File: config.mk
export PLATFORM = sky130hd
export DESIGN_NAME = instruction_fetch
export DESIGN_NICKNAME = d
export VERILOG_FILES = /design/src/rtl/instruction_fetch.sv
export SDC_FILE = /design/constraint.sdc
export NUM_CORES = 1
export LEC_CHECK = 0
export ABC_AREA = 1
export CAP_MARGIN = 20
export CORE_UTILIZATION = 35
export DETAILED_ROUTE_END_ITERATION = 7
export GPL_ROUTABILITY_DRIVEN = 0
export MAX_ROUTING_LAYER = met4
export PLACE_DENSITY_LB_ADDON = 0.25
export SLEW_MARGIN = 25
export SYNTH_ARGS = -nofsm -noshare
export SYNTH_HDL_FRONTEND = slang
export SYNTH_SLANG_ARGS = --single-unit
File: constraint.sdc
create_clock -name clk -period 2.05 [get_ports clk]
set_input_delay 0.205 -clock clk [delete_from_list [all_inputs] [get_ports clk]]
set_output_delay 0.205 -clock clk [all_outputs]
set_load 0.01 [all_outputs]
File: src/rtl/instruction_fetch.sv
// ----------------------------------------------------------------------------
// instruction_fetch
//
// Sequential instruction fetch front end for a synchronous-read program
// memory. The memory returns mem[addr] one clock after addr is presented.
// Fetching starts from address 0 on an i_start pulse and continues at one
// instruction per non-stalled cycle. When the fetched opcode equals HLT_OP,
// that instruction is delivered and fetching stops in HALT.
//
// Optional feature: define FETCH_CYCLE_COUNT_EN to add o_cycles, a 32-bit
// count of clocks spent in PRIME and RUN. The count includes stalled cycles.
//
// Parameters
//   B       instruction width (program memory data width)
//   W       program address width (program memory address width)
//   HLT_OP  opcode in instruction bits [B-1:B-5] that halts fetching
//
// Ports
//   clk       clock; all state changes on the rising edge
//   rst_n     asynchronous active-low reset
//   i_start   one-cycle request to begin fetching at address 0
//   i_stall   downstream not ready; hold the current instruction
//   o_addr    address to program memory
//   i_data    program memory read data
//   o_instr   registered instruction to the decoder
//   o_pc      registered address of o_instr
//   o_valid   o_instr/o_pc hold a freshly fetched instruction
//   o_halted  fetch stopped on HLT_OP
//   o_cycles  (FETCH_CYCLE_COUNT_EN only) PRIME+RUN clock count
// ----------------------------------------------------------------------------
module instruction_fetch #(
    parameter int         B      = 16,
    parameter int         W      = 11,
    parameter logic [4:0] HLT_OP = 5'b00000
) (
    input  logic         clk,
    input  logic         rst_n,
    input  logic         i_start,
    input  logic         i_stall,
    output logic [W-1:0] o_addr,
    input  logic [B-1:0] i_data,
    output logic [B-1:0] o_instr,
    output logic [W-1:0] o_pc,
    output logic         o_valid,
    output logic         o_halted
`ifdef FETCH_CYCLE_COUNT_EN
    ,
    output logic [31:0]  o_cycles
`endif
);

    typedef enum logic [1:0] {
        IDLE  = 2'd0,
        PRIME = 2'd1,
        RUN   = 2'd2,
        HALT  = 2'd3
    } state_t;

    state_t         state_reg, state_next;
    logic [W-1:0]   pc_reg, pc_next;          // next address to read
    logic [W-1:0]   fpc_reg, fpc_next;        // address whose data is on i_data
    logic [B-1:0]   instr_reg, instr_next;
    logic [W-1:0]   out_pc_reg, out_pc_next;
    logic           valid_reg, valid_next;
    logic           halted_reg, halted_next;

    logic           is_halt_op;

    assign is_halt_op = (i_data[B-1 -: 5] == HLT_OP);

    // PRIME presents fpc (address 0) so that mem[0] is on i_data during the
    // first RUN cycle, whatever address IDLE or HALT was presenting. A
    // stalled RUN cycle also re-presents fpc, so i_data stays stable.
    always_comb begin
        o_addr = pc_reg;
        if ((state_reg == PRIME) || ((state_reg == RUN) && i_stall)) begin
            o_addr = fpc_reg;
        end
    end

    always_comb begin
        state_next  = state_reg;
        pc_next     = pc_reg;
        fpc_next    = fpc_reg;
        instr_next  = instr_reg;
        out_pc_next = out_pc_reg;
        valid_next  = valid_reg;
        halted_next = halted_reg;

        case (state_reg)
            IDLE: begin
                valid_next = 1'b0;
                if (i_start) begin
                    state_next = PRIME;
                    pc_next    = W'(1);
                    fpc_next   = '0;
                end
            end
            PRIME: begin
                state_next = RUN;
            end
            RUN: begin
                if (!i_stall) begin
                    instr_next  = i_data;
                    out_pc_next = fpc_reg;
                    valid_next  = 1'b1;
                    fpc_next    = pc_reg;
                    pc_next     = pc_reg + W'(1);   // wraps silently
                    if (is_halt_op) begin
                        state_next = HALT;
                    end
                end
            end
            HALT: begin
                valid_next  = 1'b0;
                halted_next = 1'b1;
                if (i_start) begin
                    state_next  = PRIME;
                    pc_next     = W'(1);
                    fpc_next    = '0;
                    halted_next = 1'b0;
                end
            end
            default: begin
                state_next = IDLE;
            end
        endcase
    end

    always_ff @(posedge clk or negedge rst_n) begin
        if (!rst_n) begin
            state_reg  <= IDLE;
            pc_reg     <= '0;
            fpc_reg    <= '0;
            instr_reg  <= '0;
            out_pc_reg <= '0;
            valid_reg  <= 1'b0;
            halted_reg <= 1'b0;
        end else begin
            state_reg  <= state_next;
            pc_reg     <= pc_next;
            fpc_reg    <= fpc_next;
            instr_reg  <= instr_next;
            out_pc_reg <= out_pc_next;
            valid_reg  <= valid_next;
            halted_reg <= halted_next;
        end
    end

    assign o_instr  = instr_reg;
    assign o_pc     = out_pc_reg;
    assign o_valid  = valid_reg;
    assign o_halted = halted_reg;

`ifdef FETCH_CYCLE_COUNT_EN
    logic [31:0] cycles_reg, cycles_next;

    // Cleared on the accepted start, counts every PRIME/RUN clock, and is
    // left untouched in IDLE and HALT.
    always_comb begin
        cycles_next = cycles_reg;
        if (((state_reg == IDLE) || (state_reg == HALT)) && i_start) begin
            cycles_next = '0;
        end else if ((state_reg == PRIME) || (state_reg == RUN)) begin
            cycles_next = cycles_reg + 32'd1;
        end
    end

    always_ff @(posedge clk or negedge rst_n) begin
        if (!rst_n) begin
            cycles_reg <= '0;
        end else begin
            cycles_reg <= cycles_next;
        end
    end

    assign o_cycles = cycles_reg;
`endif

endmodule

==> results_dict.tcl <==
set metrics [dict create \
    clockBufferDepth 2 \
    worst_pin_slew_ns 0.6640 \
    maxSlewHeadroom 0.5573 \
    die_h_microns 86.52 \
    violations "hold timing" \
    seq_area_frac_synth 0.5305 \
    yosysWarningCount 0 \
    diodes 0 \
    rows 30 \
    reg2reg_depth 8 \
    dp.cells 425 \
    netlist_area_sq_um 2500 \
    die-area_sq_um 7485 \
    ant_nets 0 \
    synth-seq-cells 53 \
    critPathArrivalTime_ns 1.75 \
    finalCriticalPeriod_ns 1.956 \
    grt_usage 0.1717 \
    drc 0 \
    criticalPathCategory "reg -> out" \
    whs_ns -0.02497 \
    drt_wl_total_microns 5639 \
    hold_viol 20 \
    htree_levels 2 \
    drtIter0Drc 92 \
    setup_viol 0 \
    largest_reg_flops 16 \
    period_share 0.9544 \
    cts_made_buffers 5 \
    drv_slew 0 \
    syn_area_per_cell_sq_um 9.225 \
    drv_cap 0 \
    rsz0062_at_grt "no" \
    synthCells 271 \
    crit_path_end_kind "output pin" \
    worst-path-max-fanout 5 \
    nNetsFinal 367 \
    grt-ovfl-total 0 \
    vias 2041 \
    final_cells 439 \
    cellLeakagePower_nw 1.494 \
    vias_per_cell 4.649 \
    port_buffers 59 \
    grt_first_pass_wirelength_microns 9687 \
    drtPass1Iterations 4 \
    synth_top_area_share 0.5305 \
    synth_top_area_cell "dfrtp_1" \
    cts.sinks 53 \
    cts_tree "done" \
    final_cell_mix "70 x nand2_1, 53 x dfrtp_1, 47 x clkdlybuf4s50_1, 35 x inv_1, 20 x nor2_1" \
    yosysUniqueCellTypes 19 \
    hold_class "in -> async" \
    ir_drop_v 0.0005286 \
    ios 60 \
    initial_core_util 0.3659 \
    cp-start-kind "flop" \
    power_density_nw_per_um2 1340 \
    area_growth_pct 31.53 \
    drive_above_1_share 0.1924 \
    die_x_microns 86.52 \
    grt_max_degree 54 \
    cp.required_ns 1.85 \
    core-area_sq_um 6832 \
    grt_pass1_vias 1980 \
    antenna_found_initial 0 \
    syn_nets 296 \
    n_fill_cell 688 \
    cts.clk_slew.worst_paths_ns 0.10 \
    yosys-top-cells-area "dfrtp_1 53%, nand2_1 11%, mux2_2 6.8%" \
    fmax_ghz 0.5111 \
    clock_latency_ns 0.32 \
    skew_ns 0.009736 \
    root_buffer "clkbuf_8" \
    wl_per_cell_microns 12.85 \
    dp.final_hpwl_microns 3813 \
    layout_commonest_cell "nand2_1" \
    status "complete, but fails checks" \
]
routing by layer:
| metal | share of wire | track usage | up-vias |
|---|---|---|---|
| met3 | 0.044 | 0.03524 | 7 |
| met5 | 0 | - | - |
| met1 | 0.47 | 0.2319 | 981 |
| li1 | - | - | 1009 |
| met2 | 0.47 | 0.2554 | 44 |
| met4 | 0.014 | 0.06364 | 0 |
worst paths after layout:
| check | startpoint | end | slack, ns |
|---|---|---|---|
| max | state_reg[0]$_DFFE_PN0P_ | o_addr[6] | 0.09 |
| min | rst_n | o_halted$_DFFE_PN0N_ | -0.02 |
| max reg2reg | state_reg[0]$_DFFE_PN0P_ | pc_reg[4]$_DFFE_PN0P_ | 0.32 |
| min reg2reg | o_pc[0]$_DFFE_PN0P_ | o_pc[0]$_DFFE_PN0P_ | 0.50 |
| max in group asynchronous | rst_n | o_pc[7]$_DFFE_PN0P_ | 1.61 |
| min in group clk | i_data[13] | o_instr[13]$_DFFE_PN0P_ | 0.47 |
cells by family after synthesis:
family | Yosys count | share of synthesized area
multiplexers | 15 | 0.06757
AND/OR/NAND/NOR | 109 | 0.1787
flip-flops | 53 | 0.5305
XOR/XNOR | 1 | 0.003504
adder cells (fa/ha/maj) | 5 | 0.02503
AO/OA/AOI/OAI | 43 | 0.1086
buffers and inverters | 45 | 0.08608
metrics by stage:
stage,setup WS [ns],setup TNS (ns),total power [mW],cell area [sq um],utilization
after floorplan,0.5129,0,2.851,2500,-
after global placement,-0.009368,-0.02536,3.654,3182,0.4658
after detailed placement,-0.02735,-0.2078,3.691,3182,0.4658
after CTS,0.0007039,0,4.415,3306,0.4839
after global routing,0.01554,0,4.752,3288,0.4813
final,0.09354,0,4.407,3288,0.4813
report_power, final:
group / internal, mW / switching [mW] / total [mW]
clock: 0.249 / 0.383 / 0.633
combinational: 1.04 / 1.18 / 2.22
sequential: 1.37 / 0.183 / 1.55
synth_stat cells:
cell,number
or2_4,1
nand2_2,1
inv_1,35
dfrtp_1,53
o21ai_0,17
o21ai_2,11
nand3_2,2
ha_1,5
buf_6,6
mux2_2,15
o22ai_1,12
a21oi_1,3
buf_2,1
nand3_1,14
nor2_1,20
xnor2_1,1
clkbuf_1,1
nand2_1,71
inv_2,2
cell type report:
class / instances / area, sq um / share of cell area
timing repair buffer: 69 / 615.6 / 0.1872
tap: 96 / 120.1 / 0.03653
inverter: 37 / 138.9 / 0.04224
multi-input combinational: 176 / 992.2 / 0.3018
sequential: 53 / 1326 / 0.4033
clock inverter: 3 / 26.28 / 0.007991
clock buffer: 5 / 68.82 / 0.02093
what timing repair did:
| action | in CTS | in global routing |
|---|---|---|
| gates cloned | 3 | 0 |
| gates resized for setup | 21 | 16 |
| hold buffers | 0 | 0 |
| setup endpoints to repair | 11 | 11 |
| pin swaps | 2 | 0 |
| buffers inserted | 1 | 2 |
critical path: stages (launching register included):
cell	delay (ns)
dfrtp_1	0.39
inv_1	0.05
ha_2	0.19
nand2_2	0.07
inv_2	0.07
or2_4	0.31
o21ai_2	0.11
clkdlybuf4s15_1	0.24
Power figures use the tool's default switching activity.
